<file path="config.mk">
export PLATFORM = sky130hd
export DESIGN_NAME = pattern_word_check
export DESIGN_NICKNAME = d
export VERILOG_FILES = /design/src/rtl/test_pattern_pkg.sv /design/src/rtl/pattern_word_check.sv
export SDC_FILE = /design/constraint.sdc
export NUM_CORES = 1
export LEC_CHECK = 0
export BUFFER_PORTS_ARGS = -buffer_cell sky130_fd_sc_hd__buf_4
export CORE_UTILIZATION = 30
export DETAILED_ROUTE_END_ITERATION = 10
export PLACE_DENSITY_LB_ADDON = 0.1
export SYNTH_ARGS = -nofsm -noshare
export SYNTH_HDL_FRONTEND = slang
export SYNTH_SLANG_ARGS = --single-unit
</file>
<file path="constraint.sdc">
create_clock -name vclk -period 4.1
set_input_delay 0.205 -clock vclk [all_inputs]
set_output_delay 0.205 -clock vclk [all_outputs]
set_load 0.02 [all_outputs]
</file>
<file path="src/rtl/test_pattern_pkg.sv">
`default_nettype none
// ============================================================================
// Module      : test_pattern_pkg
// Description : Shared types and helpers for the NWire test-mode pattern
//               checker: FSM state encoding, counting-sequence helpers and
//               a saturating increment.
// Ports       : none (package)
// Revision    : 1.0  initial release
// ============================================================================
package test_pattern_pkg;

  typedef enum logic [1:0] {
    ST_SEARCH = 2'd0,
    ST_VERIFY = 2'd1,
    ST_LOCKED = 2'd2
  } state_t;

  // Successor in the counting sequence; wraps from last back to first.
  function automatic int unsigned next_seq(input int unsigned x,
                                           input int unsigned first,
                                           input int unsigned step,
                                           input int unsigned last);
    return (x == last) ? first : x + step;
  endfunction

  // True when x is one of first, first+step, ... , last.
  function automatic logic is_member(input int unsigned x,
                                     input int unsigned first,
                                     input int unsigned step,
                                     input int unsigned last);
    return (x >= first) && (x <= last) && (((x - first) % step) == 0);
  endfunction

  // Increment v, holding at the all-ones value of a w-bit counter.
  function automatic logic [31:0] sat_inc(input logic [31:0] v,
                                          input int unsigned w);
    logic [32:0] max_v;
    max_v = (33'd1 << w) - 33'd1;
    if ({1'b0, v} >= max_v) return v;
    return v + 32'd1;
  endfunction

endpackage
`default_nettype wire

</file>
<file path="src/rtl/pattern_word_check.sv">
`default_nettype none
// ============================================================================
// Module      : pattern_word_check
// Description : Combinational decode of one received word {pad,hi,pad,lo}.
//               well_formed: pads zero, hi in the sequence, lo == hi+1.
//               match_exp  : word equals {0,exp,0,exp+1}.
// Ports       : data        in   2*HALF_W  received word
//               exp         in   CNT_W     expected sequence value
//               well_formed out  1
//               match_exp   out  1
//               hi          out  CNT_W     extracted high count
// Revision    : 1.0  initial release
// ============================================================================
module pattern_word_check
  import test_pattern_pkg::*;
#(
  parameter int unsigned HALF_W = 16,
  parameter int unsigned CNT_W  = 8,
  parameter int unsigned FIRST  = 1,
  parameter int unsigned STEP   = 4,
  parameter int unsigned LAST   = 253
) (
  input  logic [2*HALF_W-1:0] data,
  input  logic [CNT_W-1:0]    exp,
  output logic                well_formed,
  output logic                match_exp,
  output logic [CNT_W-1:0]    hi
);

  logic [CNT_W-1:0] w_lo;
  logic             w_pads_zero;

  assign hi   = data[HALF_W+CNT_W-1:HALF_W];
  assign w_lo = data[CNT_W-1:0];

  generate
    if (HALF_W > CNT_W) begin : g_pad
      assign w_pads_zero = (data[2*HALF_W-1:HALF_W+CNT_W] == '0) &&
                           (data[HALF_W-1:CNT_W] == '0);
    end else begin : g_no_pad
      assign w_pads_zero = 1'b1;
    end
  endgenerate

  // Compare in CNT_W+1 bits so hi+1 never wraps into a false match.
  assign well_formed = w_pads_zero &&
                       is_member(32'(hi), FIRST, STEP, LAST) &&
                       ({1'b0, w_lo} == ({1'b0, hi} + 1'b1));

  assign match_exp   = w_pads_zero && (hi == exp) &&
                       ({1'b0, w_lo} == ({1'b0, exp} + 1'b1));

endmodule
`default_nettype wire

</file>
==> results of run 1 <==
[cell usage in the layout (no fill, tap or decap), types with 2 or more instances in the layout]
cell	netlist	final
a31oi_1	3	3
and3_1	2	2
buf_4	9	50
ha_1	4	4
inv_1	4	4
nand2_1	5	5
nand3_1	6	6
nand4_1	4	4
nor2b_1	2	2
nor3_1	4	4
nor3b_1	3	3
nor4_1	4	4
o21ai_0	4	4
xnor2_1	20	20
xor2_1	6	6
[through the flow]
stage	instances	hold WS, ns
2_1_floorplan	94	0.523
3_3_place_gp	161	0.658
3_5_place_dp	161	0.663
4_1_cts	161	0.663
5_1_grt	161	0.675
6_report	161	0.659
[worst max path at each step]
stage,cells after the start,end,slack (ns),from
final,6,match_exp,2.02,exp[0]
after global routing,8,match_exp,1.90,exp[0]
after CTS,6,match_exp,2.03,exp[0]
after detailed placement,6,match_exp,2.04,exp[0]
after global placement,6,match_exp,2.08,exp[0]
after floorplan,4,match_exp,2.17,exp[0]
[cell families (layout without fill, tap and decap cells)]
| kind of cell | after synthesis | count (layout) | share of synthesized area, % |
|---|---|---|---|
| and+or+nand+nor | 35 | 35 | 30.7 |
| xor gates and xnor gates | 26 | 26 | 33.3 |
| AOI/OAI and AO/OA | 15 | 15 | 16.1 |
| buffers and inverters | 14 | 54 | 12.6 |
| adders and majority gates | 4 | 4 | 7.31 |
[synthesized netlist by cell type, types with 2 or more instances]
cell type,instances,area share (%)
nand3_1,6,4.4
inv_1,4,2.2
a31oi_1,3,2.7
nand2_1,5,2.7
o21ai_0,4,2.9
nor3b_1,3,3.3
nor2b_1,2,1.8
ha_1,4,7.3
xnor2_1,20,26
nor4_1,4,3.7
nor3_1,4,2.9
xor2_1,6,7.7
nand4_1,4,3.7
buf_4,9,9.9
and3_1,2,1.8
[cell type report]
type               count  share of cell area [%]
inverters              4                    1.47
multi-input cells     80                    58.5
well taps             27                    3.30
repair buffers        50                    36.7
[power by group]
part | internal (mW) | switching, mW | total, mW
clock network | 0 | 0 | 0
registers | 0 | 0 | 0
logic | 0.0560 | 0.0467 | 0.103
total | 0.0560 | 0.0467 | 0.103
[metal layers]
layer | share of wire (%) | up-vias | wire length, µm | GRT usage [%]
met5 | 0 | - | 0 | 0
li1 | - | 417 | - | -
met2 | 48 | 24 | 957 | 30.4
met4 | 0 | 0 | 0 | 0
met3 | 4.2 | 0 | 82 | 0.309
met1 | 47 | 360 | 934 | 22.2
==> impl_results.md, run 1 <==
* Syn Area/Cell at approximately 7.3 µm²
* Post-Route WL at 1980 µm
* Hold Startpoint: data[17]
* Fin crit share at 50.7%
* Critical Path Most Common Cell: buf_4
* Nets at 180
* Largest stage delay on the critical path at 0.58 ns
* Slew margin rel. at 70.4%
* Final slew viol count at 0
* Fillcell total at around 220
* Area of the multi-input gates at 598 µm²
* Cell Chain, Critical Path: buf_4 > ha_1 > nand3_1 > or4_4 > a2111oi_2 > buf_4
* Syn_nets at 138
* Hold Fails Final Rpt at 0
* Status: finished clean
* First-pass DRT Iterations at 4
* Die H at ~50 µm
* Post-CTS Setup Bufs at 0
* Core Area at 0.00206 mm²
* Gr usage total at 16.4%
* PostCTS Resize Cnt at 0
* Initial antenna violation count at 0
* Hold-fix buffers at CTS at 0
* Vias at 801
* IO Port Bufs at 50
* Fin crit period at 2.08 ns
* CP Max Fanout at 6
* Crit path kind: in -> out
* Achievable Freq at 481 MHz
* Slowest CP cell: or4_4
* Vias in the first global route at 753
* Antenna Violating Nets Remaining at 0
* Post-Syn Area at approximately 700 µm²
* Drt via density at 4.98
* Layout cells sized above 1 at 39.6%
* First-pass GRT wire length at about 3300 µm
* Post-synthesis sequential area ratio at 0%
* Die extent in x at approximately 50 µm
* Ys Warns at 0
* Seq_cells at 0
* Top Ports at 50
* Initial Utilization at between 30% and 40%
* DR DRC count at 0
* Total Power at 0.103 mW
* Worst Hold Path EP: hi[1]
* Worst hold path stage count at 2
* Worst slew pin tran at about 0.43 ns
* Num rows at 16
* Syn-to-layout area delta at 49.4%
* Count of different cell masters after synthesis at 29
* Dpl ws at ~2 ns
* Final WS setup at a little over 2 ns
* Worst Path Buf+Inv at 2
* Maxcap violations at 0
* Global placer's final weighted congestion at 0.796
* Final-report setup violation count at 0
* Crit path max-delay family: simple AND/OR/NAND/NOR gates
* Final Util at between 40% and 50%
* RSZ-0062 raised after global routing: no
* HP Class: in -> out
* Pwr per Cell Area at 100 mW/mm²
* Antenna cells at 0
* Critical path arrival at about 1.9 ns
* Die footprint at approximately 0.0025 mm²
* Largest net degree at the start of global routing at 9
* Cells after Synth at between 90 and 100
* First-iteration detailed-routing DRC count at 9
* Clock buf count at 0
* Post-Layout Inst Area at between 0.001 and 0.0015 mm²
* Crit end category: output port
* WL/cell at between 10 and 15 µm
* Cell area after placement at between 0.001 and 0.0015 mm²
* VDD IR max at just under 0.00005 V
* Final TNS setup at 0 ns
* Pleak at roughly 0.44 nW
* Grt ovf at 0
* WP data required at 3.89 ns
* Final HPWL DP at ~1700 µm
* CP Launch Type: input pin
* Register area at 0 µm²
No activity file was read; power rests on OpenSTA's default activity.
==> inputs of run 2 (changes only) <==
==> constraint.sdc (replaced) <==
create_clock -name vclk -period 1.7
set_input_delay 0.085 -clock vclk [all_inputs]
set_output_delay 0.085 -clock vclk [all_outputs]
set_load 0.02 [all_outputs]
==> impl_results.md, run 2 (synthesis results as in run 1) <==
* Status: finished clean (unchanged)
* Fillcell total at 197 (was 217)
* CP Launch Type: input pin (unchanged)
* Clock buf count at 0 (unchanged)
* Worst path depth at 8 (was 6)
* WP data required at 1.62 ns (was 3.89 ns)
* Pleak at 0.490 nW (was 0.435 nW)
* Worst hold path stage count at 2 (unchanged)
* Gr usage total at 17.6% (was 16.4%)
* Die H at 49.8 µm (unchanged)
* Commonest non-fill, non-tap cell in the layout: buf_4 (unchanged)
* Vias in the first global route at 860 (was 753)
* Fin crit share at 95.4%
* First-iteration detailed-routing DRC count at 13 (was 9)
* First-pass DRT Iterations at 4 (unchanged)
* Fin crit period at around 1.6 ns
* IO Port Bufs at 50 (unchanged)
* Die extent in x at 49.8 µm (unchanged)
* HP Class: in -> out (unchanged)
* Critical path arrival at 1.54 ns (was 1.88 ns)
* Top Ports at 50 (unchanged)
* Initial Utilization at 33.2% (unchanged)
* Hold-fix buffers at CTS at 0 (unchanged)
* Post-Route WL at 2140 µm (was 1980 µm)
* Die footprint at 0.00248 mm² (unchanged)
* Layout cells sized above 1 at 49.7% (was 39.6%)
* Initial antenna violation count at 0 (unchanged)
* Cell Chain, Critical Path: buf_4 > ha_2 > nand3_4 > a311oi_1 > a21o_1 > a31oi_1 > a2111oi_4 > buf_4 (was buf_4 > ha_1 > nand3_1 > or4_4 > a2111oi_2 > buf_4)
* Area of the multi-input gates at 667 µm² (was 598 µm²)
* Crit end category: output port (unchanged)
* Pwr per Cell Area at 244 mW/mm² (was 100 mW/mm²)
* Final-report setup violation count at 0 (unchanged)
* Worst setup path startpoint: exp[1] (was exp[0])
* Critical Path Most Common Cell: buf_4 (unchanged)
* CP Max Fanout at 4 (was 6)
* DR DRC count at 0 (unchanged)
* Seq_cells at 0 (unchanged)
* Final Util at 56.2% (was 49.6%)
* Achievable Freq at between 600 and 700 MHz
* Syn-to-layout area delta at 69.3% (was 49.4%)
* Antenna cells at 0 (unchanged)
* Most frequent cells in the layout: buf_4 (59), xnor2_1 (18), xor2_1 (6) (was buf_4 (50), xnor2_1 (20), nand3_1 (6), xor2_1 (6), nand2_1 (5))
* Crit path max-delay family: compound AO/OA/AOI/OAI gates (was simple AND/OR/NAND/NOR gates)
* Core Area at 0.00206 mm² (unchanged)
* Slowest CP cell: a2111oi_4 (was or4_4)
* Maxcap violations at 0 (unchanged)
* Antenna Violating Nets Remaining at 0 (unchanged)
* Num rows at 16 (unchanged)
* Drt via density at 5.04 (was 4.98)
* Largest net degree at the start of global routing at 9 (unchanged)
* Worst Path Buf+Inv at 2 (unchanged)
* Worst Setup EP: match_exp (unchanged)
* First-pass GRT wire length at 3590 µm (was 3310 µm)
* Dpl ws at -0.0847 ns (was 2.04 ns)
* Final slew viol count at 0 (unchanged)
* Largest stage delay on the critical path at 0.34 ns (was 0.58 ns)
* Slew margin rel. at 71.4% (was 70.4%)
* WL/cell at 12.6 µm (was 12.3 µm)
* VDD IR max at 0.000119 V (was 0.0000487 V)
* Vias at 856 (was 801)
* Final WS setup at 0.0776 ns (was 2.02 ns)
* Hold Fails Final Rpt at 0 (unchanged)
* Nets at 189 (was 180)
* Global placer's final weighted congestion at 0.789 (was 0.796)
* Post-CTS Setup Bufs at 0 (unchanged)
* Worst slew pin tran at 0.417 ns (was 0.433 ns)
* Grt ovf at 0 (unchanged)
* RSZ-0062 raised after global routing: no (unchanged)
* Crit path kind: in -> out (unchanged)
* Final HPWL DP at 1830 µm (was 1670 µm)
* Register area at 0 µm² (unchanged)
run 2: worst min-delay path by stage:
stage	start	endpoint	slack, ns
after detailed placement	data[17]	hi[1]	0.40
after global routing	data[17]	hi[1]	0.41
after global placement	data[17]	hi[1]	0.40
after floorplan	data[16]	hi[0]	0.28
final	data[17]	hi[1]	0.40
after CTS	data[17]	hi[1]	0.40
run 2: final cells by class:
type / instances / area share [%]
well taps: 27 / 2.92
repair buffers: 59 / 38.2
inverters: 4 / 1.30
multi-input cells: 80 / 57.6
run 2: per-stage QoR:
stage	setup TNS [ns]	cells	hold WS [ns]	total power [mW]	area (µm²)
floorplan	0	94	0.283	0.133	684
global placement	-0.0504	170	0.400	0.261	1090
detailed placement	-0.137	170	0.400	0.264	1090
CTS	0	170	0.402	0.269	1110
global route	0	170	0.414	0.308	1160
finish	0	170	0.399	0.282	1160
run 2: power by group:
part | internal [mW] | switching, mW
Sequential | 0 | 0
Combinational | 0.155 | 0.127
Clock | 0 | 0
run 2: repair_timing:
action / 4_1_cts / 5_1_grt
setup endpoints to repair: 2 / 2
pin swaps: 4 / 4
hold endpoints to repair: 0 / 0
resized for setup: 4 / 9
run 2: per-layer routing:
| layer | up-vias | wire, µm | GRT usage [%] |
|---|---|---|---|
| met2 | 30 | 1070 | 31.5 |
| li1 | 439 | - | - |
| met5 | - | 0 | 0 |
| met4 | 0 | 0 | 0 |
| met3 | 0 | 137 | 0.309 |
| met1 | 387 | 940 | 24.7 |
==> inputs of run 3 (changes only) <==
--- a/config.mk
+++ b/config.mk
@@ -9,6 +9,7 @@
 export CORE_UTILIZATION = 30
 export DETAILED_ROUTE_END_ITERATION = 10
 export PLACE_DENSITY_LB_ADDON = 0.1
+export REMOVE_ABC_BUFFERS = 1
 export SYNTH_ARGS = -nofsm -noshare
 export SYNTH_HDL_FRONTEND = slang
 export SYNTH_SLANG_ARGS = --single-unit
==> impl_results.md, run 3 (synthesis results as in run 1) <==
* Drt via density at 5.02 (was 5.04)
* Crit path kind: in -> out (unchanged)
* Crit end category: output port (unchanged)
* Total Power at 0.272 mW (was 0.282 mW)
* Initial antenna violation count at 0 (unchanged)
* Most frequent cells in the layout: buf_4 (57), xnor2_1 (19), xor2_1 (6) (was buf_4 (59), xnor2_1 (18), xor2_1 (6))
* CP Max Fanout at 3 (was 4)
* First-pass DRT Iterations at 4 (unchanged)
* Pleak at 0.476 nW (was 0.490 nW)
* Hold Startpoint: data[16] (was data[17])
* Vias at 844 (was 856)
* Syn-to-layout area delta at 64.2% (was 69.3%)
* Nets at 187 (was 189)
* Antenna cells at 0 (unchanged)
* Vias in the first global route at 788 (was 860)
* Antenna Violating Nets Remaining at 0 (unchanged)
* RSZ-0062 raised after global routing: no (unchanged)
* Clock buf count at 0 (unchanged)
* Die extent in x at 49.8 µm (unchanged)
* Critical path arrival at 1.52 ns (was 1.54 ns)
* Num rows at 16 (unchanged)
* Register area at 0 µm² (unchanged)
* Worst Hold Path EP: hi[0] (was hi[1])
* Fillcell total at 206 (was 197)
* Gr usage total at 17.3% (was 17.6%)
* Largest net degree at the start of global routing at 9 (unchanged)
* Commonest non-fill, non-tap cell in the layout: buf_4 (unchanged)
* Worst slew pin tran at 0.336 ns (was 0.417 ns)
* Seq_cells at 0 (unchanged)
* IO Port Bufs at 50 (unchanged)
* VDD IR max at 0.000114 V (was 0.000119 V)
* Worst hold path stage count at 2 (unchanged)
* Initial Utilization at 33.2% (unchanged)
* Top Ports at 50 (unchanged)
* Final-report setup violation count at 0 (unchanged)
* Layout cells sized above 1 at 46.1% (was 49.7%)
* Die footprint at 0.00248 mm² (unchanged)
* WL/cell at 12.1 µm (was 12.6 µm)
* First-pass GRT wire length at 3510 µm (was 3590 µm)
* Slew margin rel. at 77.0% (was 71.4%)
* WP data required at 1.62 ns (about the same)
* First-iteration detailed-routing DRC count at 3 (was 13)
* Pwr per Cell Area at 242 mW/mm² (was 244 mW/mm²)
* Grt ovf at 0 (unchanged)
* Status: finished clean (unchanged)
* Final slew viol count at 0 (unchanged)
* CP Launch Type: input pin (unchanged)
* Fin crit period at 1.61 ns (was 1.62 ns)
* Cell Chain, Critical Path: buf_4 > ha_4 > nand3_2 > or4_4 > a2111oi_4 > buf_4 (was buf_4 > ha_2 > nand3_4 > a311oi_1 > a21o_1 > a31oi_1 > a2111oi_4 > buf_4)
* Final Util at 54.5% (was 56.2%)
* Slowest CP cell: or4_4 (was a2111oi_4)
* DR DRC count at 0 (unchanged)
* Die H at 49.8 µm (unchanged)
* Post-Route WL at 2040 µm (was 2140 µm)
* Achievable Freq at 623 MHz (was 616 MHz)
* Hold Fails Final Rpt at 0 (unchanged)
* Final HPWL DP at 1810 µm (was 1830 µm)
* Global placer's final weighted congestion at 0.777 (was 0.789)
* Core Area at 0.00206 mm² (unchanged)
* Fin crit share at 94.5% (was 95.4%)
* HP Class: in -> out (unchanged)
* Largest stage delay on the critical path at 0.54 ns (was 0.34 ns)
* Maxcap violations at 0 (unchanged)
* Critical Path Most Common Cell: buf_4 (unchanged)
-- run 3: worst max-delay path by stage --
| stage | start | slack (ns) | to | cells past startpoint |
|---|---|---|---|---|
| floorplan | exp[0] | 0.01 | match_exp | 4 |
| global placement | data[16] | -0.02 | well_formed | 8 |
| detailed placement | data[16] | -0.04 | well_formed | 8 |
| CTS | exp[0] | 0.009 | match_exp | 6 |
| global route | data[16] | 0.02 | well_formed | 8 |
| finish | exp[0] | 0.09 | match_exp | 6 |
-- run 3: where the power goes --
| part | switching, mW | internal, mW | leakage, nW | total, mW |
|---|---|---|---|---|
| Sequential | 0 | 0 | 0 | 0 |
| Combinational | 0.123 | 0.150 | 0.476 | 0.272 |
| Clock | 0 | 0 | 0 | 0 |
-- run 3: critical path: cells and delay by family --
kind                       cells  cell delay (ns)
buffers and inverters          2             0.30
and+or+nand+nor                2             0.64
AOI/OAI and AO/OA              1             0.36
adders and majority gates      1             0.14
-- run 3: final cells by class --
type	count	area [µm²]	share of cell area (%)
Inverter	4	15.0	1.34
Multi-Input combinational cell	80	647	57.6
Tap cell	27	33.8	3.01
Timing Repair Buffer	57	428	38.1
-- run 3: repair_timing --
action,CTS,global route
gates resized for setup,3,6
pin swaps,2,4
setup buffers,0,0
hold buffers,0,0
endpoints found under the setup margin,2,2
-- run 3: metrics by stage --
stage / TNS [ns] / instance area (µm²) / hold WS [ns] / setup WS (ns) / cells
global placement: -0.0243 / 1070 / 0.401 / -0.0243 / 168
global route: 0 / 1120 / 0.408 / 0.0186 / 168
finish: 0 / 1120 / 0.402 / 0.0943 / 168
floorplan: 0 / 613 / 0.170 / 0.0123 / 84
CTS: 0 / 1100 / 0.399 / 0.00905 / 168
detailed placement: -0.0838 / 1070 / 0.399 / -0.0434 / 168
-- run 3: routing by layer --
metal  vias up  track usage (%)  part of all wire [%]
met3         0            0.617                   2.9
met5         -                0                     0
met2        20             30.2                    50
met4         0                0                     0
li1        432                -                     -
met1       392             24.7                    47
